`src/rtl/ps2_pkg.sv`:
```
`default_nettype none
// ============================================================================
// ps2_pkg : shared PS/2 definitions (FSM states, error codes, keyboard bytes)
// Revision: 1.0 - initial release
// ============================================================================
package ps2_pkg;

    typedef enum logic [2:0] {
        ST_IDLE      = 3'd0,
        ST_INHIBIT   = 3'd1,
        ST_START     = 3'd2,
        ST_SHIFT     = 3'd3,
        ST_ACK       = 3'd4,
        ST_WAIT_IDLE = 3'd5
    } ps2_state_e;

    localparam logic [1:0] ERR_NONE          = 2'b00;
    localparam logic [1:0] ERR_START_TIMEOUT = 2'b01;
    localparam logic [1:0] ERR_BIT_TIMEOUT   = 2'b10;
    localparam logic [1:0] ERR_NO_ACK        = 2'b11;

    localparam logic [7:0] CMD_SET_LED  = 8'hED;
    localparam logic [7:0] CMD_ECHO     = 8'hEE;
    localparam logic [7:0] CMD_RESET    = 8'hFF;
    localparam logic [7:0] ACK_BYTE     = 8'hFA;
    localparam logic [7:0] BREAK_PREFIX = 8'hF0;

    // Data bits, parity and stop; the start bit is driven separately during inhibit.
    localparam int FRAME_BITS = 10;

    function automatic logic odd_parity(input logic [7:0] d);
        return ~^d;
    endfunction

endpackage
`default_nettype wire

```
`src/rtl/ps2_line_filter.sv`:
```
`default_nettype none
// ============================================================================
// ps2_line_filter : 2-FF synchronizer, stability filter and falling-edge pulse
// Revision: 1.0 - initial release
// ============================================================================
module ps2_line_filter #(
    parameter int FILT_LEN = 8
) (
    input  logic clk,
    input  logic rst,
    input  logic pin,
    output logic level,
    output logic fall_evt
);

    localparam int             c_CW   = (FILT_LEN > 1) ? $clog2(FILT_LEN) : 1;
    localparam logic [c_CW-1:0] c_LAST = c_CW'(FILT_LEN - 1);

    logic            r_sync1;
    logic            r_sync2;
    logic            r_level;
    logic            r_fall;
    logic [c_CW-1:0] r_cnt;

    // Idle PS/2 lines are pulled high, so reset to the released level.
    always_ff @(posedge clk or negedge rst) begin
        if (!rst) begin
            r_sync1 <= 1'b1;
            r_sync2 <= 1'b1;
            r_level <= 1'b1;
            r_fall  <= 1'b0;
            r_cnt   <= '0;
        end else begin
            r_sync1 <= pin;
            r_sync2 <= r_sync1;
            r_fall  <= 1'b0;
            if (r_sync2 != r_level) begin
                if (r_cnt == c_LAST) begin
                    r_level <= r_sync2;
                    r_fall  <= ~r_sync2;
                    r_cnt   <= '0;
                end else begin
                    r_cnt <= r_cnt + c_CW'(1);
                end
            end else begin
                r_cnt <= '0;
            end
        end
    end

    assign level    = r_level;
    assign fall_evt = r_fall;

endmodule
`default_nettype wire

```
`src/rtl/ps2_host_tx.sv`:
```
`default_nettype none
// ============================================================================
// ps2_host_tx : PS/2 host-to-device command transmitter with ACK check
// Revision: 1.0 - initial release
// ============================================================================
module ps2_host_tx
    import ps2_pkg::*;
#(
    parameter int INHIBIT_CYCLES = 12000,
    parameter int START_TIMEOUT  = 1500000,
    parameter int BIT_TIMEOUT    = 200000,
    parameter int FILT_LEN       = 8
) (
    input  logic       clk,
    input  logic       rst,
    input  logic [7:0] tx_data,
    input  logic       tx_valid,
    output logic       tx_ready,
    input  logic       ps2_clk_in,
    input  logic       ps2_data_in,
    output logic       ps2_clk_oe,
    output logic       ps2_data_oe,
    output logic       busy,
    output logic       tx_done,
    output logic       tx_err,
    output logic [1:0] err_code
);

    localparam int c_T_MAX_SB = (START_TIMEOUT > BIT_TIMEOUT) ? START_TIMEOUT : BIT_TIMEOUT;
    localparam int c_T_MAX    = (c_T_MAX_SB > INHIBIT_CYCLES) ? c_T_MAX_SB : INHIBIT_CYCLES;
    localparam int c_TW       = $clog2(c_T_MAX + 1);

    localparam logic [c_TW-1:0] c_INH_LAST   = c_TW'(INHIBIT_CYCLES - 1);
    localparam logic [c_TW-1:0] c_INH_PRE    = c_TW'(INHIBIT_CYCLES - 2);
    localparam logic [c_TW-1:0] c_START_LAST = c_TW'(START_TIMEOUT - 1);
    localparam logic [c_TW-1:0] c_BIT_LAST   = c_TW'(BIT_TIMEOUT - 1);
    localparam logic [3:0]      c_STOP_EDGE  = 4'd9;

    ps2_state_e            r_state;
    logic [FRAME_BITS-1:0] r_shift;
    logic [3:0]            r_bitcnt;
    logic [c_TW-1:0]       r_cnt;
    logic                  r_clk_oe;
    logic                  r_data_oe;
    logic                  r_tx_ready;
    logic                  r_busy;
    logic                  r_tx_done;
    logic                  r_tx_err;
    logic [1:0]            r_err_code;

    logic            w_clk_level;
    logic            w_clk_fall;
    logic            w_data_level;
    logic            w_data_fall_unused;
    logic [c_TW-1:0] w_limit;
    logic [c_TW-1:0] w_cnt_next;
    logic            w_line_idle;
    logic            w_timed;
    logic            w_expired;
    logic            w_ack_bad;
    logic            w_fail;
    logic [1:0]      w_fail_code;

    ps2_line_filter #(.FILT_LEN(FILT_LEN)) u_clk_filt (
        .clk      (clk),
        .rst      (rst),
        .pin      (ps2_clk_in),
        .level    (w_clk_level),
        .fall_evt (w_clk_fall)
    );

    ps2_line_filter #(.FILT_LEN(FILT_LEN)) u_data_filt (
        .clk      (clk),
        .rst      (rst),
        .pin      (ps2_data_in),
        .level    (w_data_level),
        .fall_evt (w_data_fall_unused)
    );

    // Per-edge watchdog: reloads on every device falling edge, saturates otherwise.
    always_comb begin
        w_limit     = c_BIT_LAST;
        if (r_state == ST_START) begin
            w_limit = c_START_LAST;
        end
        w_cnt_next  = r_cnt;
        if (w_clk_fall) begin
            w_cnt_next = '0;
        end else if (r_cnt != '1) begin
            w_cnt_next = r_cnt + c_TW'(1);
        end
        w_line_idle = w_clk_level & w_data_level;
        w_timed     = (r_state == ST_START) || (r_state == ST_SHIFT) || (r_state == ST_ACK) ||
                      ((r_state == ST_WAIT_IDLE) && !w_line_idle);
        w_expired   = w_timed && !w_clk_fall && (r_cnt >= w_limit);
        w_ack_bad   = (r_state == ST_ACK) && w_clk_fall && w_data_level;
        w_fail      = w_expired | w_ack_bad;
        w_fail_code = ERR_NONE;
        if (w_expired) begin
            w_fail_code = (r_state == ST_START) ? ERR_START_TIMEOUT : ERR_BIT_TIMEOUT;
        end else if (w_ack_bad) begin
            w_fail_code = ERR_NO_ACK;
        end
    end

    always_ff @(posedge clk or negedge rst) begin
        if (!rst) begin
            r_state    <= ST_IDLE;
            r_shift    <= '0;
            r_bitcnt   <= '0;
            r_cnt      <= '0;
            r_clk_oe   <= 1'b0;
            r_data_oe  <= 1'b0;
            r_tx_ready <= 1'b1;
            r_busy     <= 1'b0;
            r_tx_done  <= 1'b0;
            r_tx_err   <= 1'b0;
            r_err_code <= ERR_NONE;
        end else begin
            r_tx_done  <= 1'b0;
            r_tx_err   <= 1'b0;
            r_err_code <= ERR_NONE;
            if (w_fail) begin
                r_state    <= ST_IDLE;
                r_clk_oe   <= 1'b0;
                r_data_oe  <= 1'b0;
                r_tx_err   <= 1'b1;
                r_err_code <= w_fail_code;
                r_busy     <= 1'b0;
                r_tx_ready <= 1'b1;
                r_cnt      <= '0;
                r_bitcnt   <= '0;
                r_shift    <= '0;
            end else begin
                case (r_state)
                    ST_IDLE: begin
                        if (tx_valid && r_tx_ready) begin
                            r_shift    <= {1'b1, odd_parity(tx_data), tx_data};
                            r_cnt      <= '0;
                            r_bitcnt   <= '0;
                            r_clk_oe   <= 1'b1;
                            r_tx_ready <= 1'b0;
                            r_busy     <= 1'b1;
                            r_state    <= ST_INHIBIT;
                        end
                    end
                    ST_INHIBIT: begin
                        if (r_cnt == c_INH_LAST) begin
                            r_clk_oe <= 1'b0;
                            r_cnt    <= '0;
                            r_state  <= ST_START;
                        end else begin
                            r_cnt <= r_cnt + c_TW'(1);
                            // Start bit appears in the final inhibit cycle.
                            if (r_cnt == c_INH_PRE) begin
                                r_data_oe <= 1'b1;
                            end
                        end
                    end
                    ST_START: begin
                        r_cnt <= w_cnt_next;
                        if (w_clk_fall) begin
                            r_data_oe <= ~r_shift[0];
                            r_shift   <= {1'b1, r_shift[FRAME_BITS-1:1]};
                            r_bitcnt  <= 4'd1;
                            r_state   <= ST_SHIFT;
                        end
                    end
                    ST_SHIFT: begin
                        r_cnt <= w_cnt_next;
                        if (w_clk_fall) begin
                            r_data_oe <= ~r_shift[0];
                            r_shift   <= {1'b1, r_shift[FRAME_BITS-1:1]};
                            r_bitcnt  <= r_bitcnt + 4'd1;
                            if (r_bitcnt == c_STOP_EDGE) begin
                                r_state <= ST_ACK;
                            end
                        end
                    end
                    ST_ACK: begin
                        r_cnt <= w_cnt_next;
                        if (w_clk_fall) begin
                            r_state <= ST_WAIT_IDLE;
                        end
                    end
                    ST_WAIT_IDLE: begin
                        if (w_line_idle) begin
                            r_tx_done  <= 1'b1;
                            r_busy     <= 1'b0;
                            r_tx_ready <= 1'b1;
                            r_cnt      <= '0;
                            r_bitcnt   <= '0;
                            r_state    <= ST_IDLE;
                        end else begin
                            r_cnt <= w_cnt_next;
                        end
                    end
                    default: begin
                        r_state <= ST_IDLE;
                    end
                endcase
            end
        end
    end

    assign tx_ready    = r_tx_ready;
    assign busy        = r_busy;
    assign ps2_clk_oe  = r_clk_oe;
    assign ps2_data_oe = r_data_oe;
    assign tx_done     = r_tx_done;
    assign tx_err      = r_tx_err;
    assign err_code    = r_err_code;

endmodule
`default_nettype wire

```
`config.mk`:
```
export PLATFORM = sky130hd
export DESIGN_NAME = ps2_host_tx
export DESIGN_NICKNAME = d
export VERILOG_FILES = /design/src/rtl/ps2_pkg.sv /design/src/rtl/ps2_line_filter.sv /design/src/rtl/ps2_host_tx.sv
export SDC_FILE = /design/constraint.sdc
export NUM_CORES = 1
export LEC_CHECK = 0
export CORE_MARGIN = 4
export CORE_UTILIZATION = 55
export CTS_BUF_LIST = sky130_fd_sc_hd__clkbuf_4 sky130_fd_sc_hd__clkbuf_8 sky130_fd_sc_hd__clkbuf_16
export DETAILED_ROUTE_END_ITERATION = 7
export GPL_ROUTABILITY_DRIVEN = 0
export MAX_ROUTING_LAYER = met4
export PLACE_DENSITY = 0.75
export SLEW_MARGIN = 5
export SYNTH_ARGS = -nofsm -noshare
export SYNTH_HDL_FRONTEND = slang
export SYNTH_SLANG_ARGS = --single-unit
```
`constraint.sdc`:
```
create_clock -name clk -period 4.25 [get_ports clk]
set_input_delay 1.0625 -clock clk [delete_from_list [all_inputs] [get_ports clk]]
set_output_delay 1.0625 -clock clk [all_outputs]
set_load 0.1 [all_outputs]
```
* Word level (Yosys, flattened, before mapping)
Cells that the tools add are included.
** Storage, ports and cells
- Output and inout port bits :: 8
- Memory bits (writable) :: 0
- Logic and storage cells :: 139
- Bits of input ports :: 13
- Memories :: 0
- ROM bits :: 0
- Register bits after elaboration :: 59
- Bits in latches :: 0
** Operators by class
- Divide/modulo/power cells :: 0
- Reduce and logical (&&, ||, !) cells :: 30
- Bitwise operators :: 4
- $add $sub $neg :: 4
- Multiplexer cells :: 57
- $mul :: 0
- Shift operators :: 0
- Eq/ne operators :: 23
- $lt $le $gt $ge :: 1
** Operators by type and width (count)
- 21-bit two-way mux :: 7
- 21-bit one-hot mux with 4 select lines :: 1
- 21-bit by 14-bit equality test with 1-bit output (second input constant) :: 2
- 3-bit two-way mux :: 12
- 10-bit two-way mux :: 3
- 21-bit by 1-bit adder with 21-bit output (second input constant) :: 1
- 21-bit >= comparator :: 1
- 21-bit != test (second input constant) :: 1
- 4-bit two-way mux :: 5
- 10-bit one-hot mux with 2 select lines :: 1
- 1-bit two-way mux :: 18
- 3-bit one-hot mux with 6 select lines :: 1
- 4-bit one-hot mux with 4 select lines :: 1
- 3-bit != test (second input constant) :: 5
- 3-bit equality test (second input constant) :: 4
- 3-bit by 2-bit != test with 1-bit output (second input constant) :: 4
- 3-bit nonzero test :: 4
- 5-bit nonzero test :: 2
- 3-bit AND reduction :: 3
- 2-bit two-way mux :: 4
- 1-bit one-hot mux with 2 select lines :: 4
- 8-bit XNOR reduction :: 1
- 7-bit AND reduction :: 1
- 3-bit by 1-bit adder with 3-bit output (second input constant) :: 2
- 18 further kinds :: 31

* Logic depth before layout (Yosys ltp)
- Depth after elaboration :: 9
- Mapped depth :: 11
- Depth with buffers taken out :: 10

* By module
From an unflattened synthesis, not the netlist that was laid out.
** Second synthesis, totals
- Cells, all modules :: 399
- Area, all modules :: 3806.2 sq um
** By module, submodules not included
- ps2_host_tx :: area each 3285.7 sq um, instances 1, seq. area each 1152.4 sq um, cells an instance 369
- ps2_line_filter (u_clk_filt) :: area each 261.5 sq um, instances 1, seq. area each 178.9 sq um, cells an instance 15
- ps2_line_filter (u_data_filt) :: area each 259.0 sq um, instances 1, seq. area each 178.9 sq um, cells an instance 15

* Worst setup path after synthesis
OpenSTA, ideal clock, no wires.
- Path kind :: register -> register
- Start :: reg r_state[2]
- End :: reg r_shift[0]
- Clock period less this slack :: 2.951 ns
- Setup time :: 0.080 ns
- Required time :: 4.170 ns
- Cell stages (with the launch flop) :: 11
- Buffers on the path :: 0
- Setup slack :: 1.299 ns
- Data arrival time :: 2.871 ns
- Path through :: dfrtp_1 > nor3b_4 > inv_1 > ha_1 > or2_2 > a221oi_1 > or3_1 > a211oi_4 > or3_2 > o21ai_2 > o2bb2ai_1
** Between the ends
- Word-level cells in the longest chain between the ends :: 9
- Elaborated cells on any way between the ends :: 23
- Those cells by class :: order compare: 1; eq/ne: 6; mux: 3; bitwise: 1; reduce/logical: 12
** RTL lines
- from (decl) :: line ps2_host_tx.sv:39 : ps2_state_e r_state;
- from (signal assigned) :: line ps2_host_tx.sv:108 : r_state <= ST_IDLE;
- from (signal assigned) :: line ps2_host_tx.sv:124 : r_state <= ST_IDLE;
- from (signal assigned) :: line ps2_host_tx.sv:144 : r_state <= ST_INHIBIT;
- branches (longest 9 deep; another with 21-bit >= comparator)
- to (signal assigned) :: line ps2_host_tx.sv:138 : r_shift <= {1'b1, odd_parity(tx_data), tx_data};
- to (signal assigned) :: line ps2_host_tx.sv:164 : r_shift <= {1'b1, r_shift[FRAME_BITS-1:1]};
- to (signal assigned) :: line ps2_host_tx.sv:173 : r_shift <= {1'b1, r_shift[FRAME_BITS-1:1]};
- to (decl) :: line ps2_host_tx.sv:40 : logic [FRAME_BITS-1:0] r_shift;
Parallel ways; which one is timed is not known.
A chain may end at the register's enable or synchronous reset.

* Worst setup path after layout
- Start :: reg r_state[1]
- End :: reg r_shift[8]
Same word-level chain as after synthesis.

==> results.txt <==
The run finished with clean final reports. The leakage power figure came out at 0.001656 uW. The total number of vias is 2966. Data on the critical path arrives at its endpoint at 3.92 ns.

The total placed cells including tap cells came out at 457. Leaving out fill and tap cells, the most frequent cells in the layout are 52 x sky130_fd_sc_hd__dfrtp_1, 39 x sky130_fd_sc_hd__nand2_1, 27 x sky130_fd_sc_hd__o21ai_0, 22 x sky130_fd_sc_hd__nand3_1. The total clock buffers created by CTS is 9.

For this run, the leading register cell type out of synthesis is sky130_fd_sc_hd__dfrtp_1. Leaving out fill and tap cells, the most frequent cell in the layout is sky130_fd_sc_hd__dfrtp_1. The DRC marker count from the first detailed-route iteration came out at 267. The share of synthesized area in the top cell type comes to 0.3710. The first global-routing pass estimated 13480 um of wire. The post-detailed-routing wire length is 7990 um.

The count of endpoints failing hold in the final timing report is 0. The number of instances resized during post-cts repair came out at 0. The count of port buffers added during placement came out at 20. The maximum root-to-sink buffer count is 2. The clock root buffer is sky130_fd_sc_hd__clkbuf_8. The cell area after synthesis came out at 3507 sq um. The tool flagged a number of max-cap violations equal to 0. Counting every instance in the synthesized netlist gives 374. The total congestion overflow after global routing is 0. Summed over all instances, the cell type with the most area after synthesis is sky130_fd_sc_hd__dfrtp_1. The via count of the first global-routing pass is 2775. For this design the ratio of total power to cell area is 520.4 nW/um^2.

By area the synthesized netlist is led by sky130_fd_sc_hd__dfrtp_1 37%, sky130_fd_sc_hd__ha_1 5.4%, sky130_fd_sc_hd__dfstp_2 5.2%. Entering global routing, the biggest net connects 35 pins. The floorplan step set the die height to 87.86 um. In the final layout, flip-flops and latches occupy 1485 sq um. In this run the standard cell core region covers 6061 sq um. The relative slew slack is 0.2985. The post-synthesis sequential element count came out at 59. For this run, design rule violations remaining after detail routing come to 0. Summing all multi-input logic gate instances after layout gives 1897 sq um. The highest ir drop seen on vdd came out at 0.4402 mV. The clock latency on the worst-skew pair came out at 0.35 ns. The global-route total usage across every layer came out at 0.2344. The final-layout setup total negative slack is 0 ns.

The width of the chip came out at 87.86 um. The number of H-tree branching levels is 3. TritonCTS built the clock tree. The initial antenna violation count is 0. The final-layout fill cell count came out at 497. The path class of the tightest hold or removal check is flop to flop. The share of the yosys chip area belonging to registers came out at 0.4235. The average wire length per cell after detail routing is 16.89 um. The category of the worst setup path capture point is a flop. The setup clock skew after layout is 0.01153 ns. The number of max-slew violations in the final report came out at 0. The required time at the endpoint of the critical path is 4.52 ns. During synthesis, Yosys emitted a total of 0 warnings.

The number of clock sinks came out at 59. The half-perimeter wire length after detailed placement came out at 5772 um. Setup repair after global routing left no endpoint under its margin.

Of the available clock period, the critical path in the final layout requires 0.8588. The count of nets left with antenna violations after detail routing came out at 0. The count of nets after finishing is 421. The reg-to-reg setup timing slack came out at 0.60 ns. Setup violations remaining at the end of the flow were counted as 0. In this run the count of I/O pins placed on the die edge is 21.

The detailed-router iteration count before antenna repair is 4. The worst-path maximum fanout is 14. Yosys mapped the design onto 62 distinct sky130hd cell types. The type of origin of the critical path is a flop. The area overhead of the layout relative to synthesis came out at 12.24%. The proportion of register bits with asynchronous set or reset after synthesis is 1.000. The initial core utilization is 0.5787. The clock transition at the registers of the reported paths came out at 0.08 ns.

The final critical path time including I/O delays and setup came out at 3.650 ns. The floorplan step defined a die boundary enclosing 7719 sq um. The number of nets in the synthesized netlist is 402. The number of enable flip-flop cells after synthesis came out at 0. The per-cell via count in the routed design came out at 6.271. The number of non-filler instances in the completed layout came out at 473. 0 antenna diodes ended up in the layout. The setup path with the least slack is of type flop to flop.

The fmax came out at 274.0 MHz. In the final layout, the share of cells above drive strength 1 is 0.1080. The average instance in the mapped netlist occupies 9.377 sq um. The number of buffers inserted by hold repair at cts is 0. The slew at the pin with the worst max-slew slack came out at 1.043 ns.

Row generation in the floorplan step produced 28 rows. The tightest hold path in the finished design has a slack of 0.3598 ns. Once the clock tree was built, the setup fixing pass inserted 0 buffers.
## sequential cells by signal, summed over array words and instances, names as in the netlist
signal	flops
u_data_filt.level	1
tx_done	1
tx_ready	1
u_data_filt.r_cnt	3
u_clk_filt.fall_evt	1
ps2_data_oe	1
u_clk_filt.r_sync1	1
tx_err	1
u_clk_filt.r_sync2	1
r_bitcnt	4
r_cnt	21
busy	1
r_shift	10
u_clk_filt.r_cnt	3
u_clk_filt.level	1
r_state	3
u_data_filt.r_sync2	1
u_data_filt.r_sync1	1
ps2_clk_oe	1
err_code	2
## critical path, stage by stage, from the launching register on
cell and delay [ns]:
sky130_fd_sc_hd__dfrtp_1 0.56, sky130_fd_sc_hd__nor3b_4 0.45, sky130_fd_sc_hd__inv_1 0.28, sky130_fd_sc_hd__ha_1 0.27, sky130_fd_sc_hd__or2_2 0.29, sky130_fd_sc_hd__a221oi_1 0.21
sky130_fd_sc_hd__or3_1 0.21, sky130_fd_sc_hd__a211oi_4 0.09, sky130_fd_sc_hd__or3_2 0.63, sky130_fd_sc_hd__o21ai_2 0.41, sky130_fd_sc_hd__o2bb2ai_1 0.16
## logic make-up after synthesis
group	count (synthesis)	synth area share
AOI/OAI and AO/OA	101	0.1980
xor gates and xnor gates	10	0.02497
adders and majority gates	15	0.05351
buffers and inverters	29	0.03567
DFF	59	0.4235
muxes	14	0.04103
and+or+nand+nor	146	0.2233
## layer usage
metal	vias to the layer above	share of wire	GRT usage	wire (um)
met5	-	0	-	0
met2	111	0.44	0.3342	3537
met3	14	0.061	0.04233	489
li1	1417	-	-	-
met4	0	0.017	0.09623	132
met1	1424	0.48	0.3287	3830
## power by group
group | switching, uW | internal, uW
sequential | 134 | 692
combinational | 451 | 299
clock | 253 | 220
## stage by stage
step / area, sq um / utilization / power [uW] / setup WS (ns)
after floorplan: 3507 / - / 1373 / 1.299
after global placement: 3754 / 0.6193 / 1534 / 0.8055
after detailed placement: 3754 / 0.6193 / 1577 / 0.6200
after CTS: 3936 / 0.6495 / 2059 / 0.5930
after global routing: 3936 / 0.6495 / 2180 / 0.3591
final: 3936 / 0.6495 / 2048 / 0.5999
## path summary, 6_finish.rpt
kind | from | cells past startpoint | end
min | u_data_filt.r_sync1$_DFF_PN1_ | 0 | u_data_filt.r_sync2$_DFF_PN1_
min reg2reg | u_data_filt.r_sync1$_DFF_PN1_ | 0 | u_data_filt.r_sync2$_DFF_PN1_
max in group asynchronous | rst | 2 | u_data_filt.r_sync2$_DFF_PN1_
max | r_state[1]$_DFFE_PN0P_ | 10 | r_shift[8]$_DFFE_PN0P_
min in group asynchronous | rst | 1 | u_data_filt.r_cnt[1]$_DFF_PN0_
max reg2reg | r_state[1]$_DFFE_PN0P_ | 10 | r_shift[8]$_DFFE_PN0P_
## cell usage after synthesis, types with 3 or more instances
master,n
sky130_fd_sc_hd__dfrtp_1,52
sky130_fd_sc_hd__nand2_1,39
sky130_fd_sc_hd__o21ai_0,27
sky130_fd_sc_hd__nand3_1,22
sky130_fd_sc_hd__a21oi_1,19
sky130_fd_sc_hd__nor2_1,18
sky130_fd_sc_hd__ha_1,15
sky130_fd_sc_hd__inv_1,12
sky130_fd_sc_hd__nor3_1,12
sky130_fd_sc_hd__clkbuf_1,11
sky130_fd_sc_hd__mux2i_1,11
sky130_fd_sc_hd__o2bb2ai_1,11
sky130_fd_sc_hd__or3_1,9
sky130_fd_sc_hd__xnor2_1,9
sky130_fd_sc_hd__nor2b_1,8
sky130_fd_sc_hd__dfstp_2,7
sky130_fd_sc_hd__nand4_1,7
sky130_fd_sc_hd__a21o_1,6
sky130_fd_sc_hd__nor3b_1,5
sky130_fd_sc_hd__o21a_1,4
sky130_fd_sc_hd__o31ai_1,4
sky130_fd_sc_hd__a31oi_1,3
sky130_fd_sc_hd__and2_1,3
sky130_fd_sc_hd__buf_2,3
sky130_fd_sc_hd__mux2_2,3
sky130_fd_sc_hd__o311ai_0,3
## layout make-up
cell class | count | area share
clock buffer | 9 | 0.03147
inverter | 12 | 0.01144
sequential | 59 | 0.3773
timing repair buffer | 25 | 0.05912
clock inverter | 7 | 0.01494
tap | 75 | 0.02384
multi-input combinational | 286 | 0.4819
No activity file was read; power rests on OpenSTA's default activity.
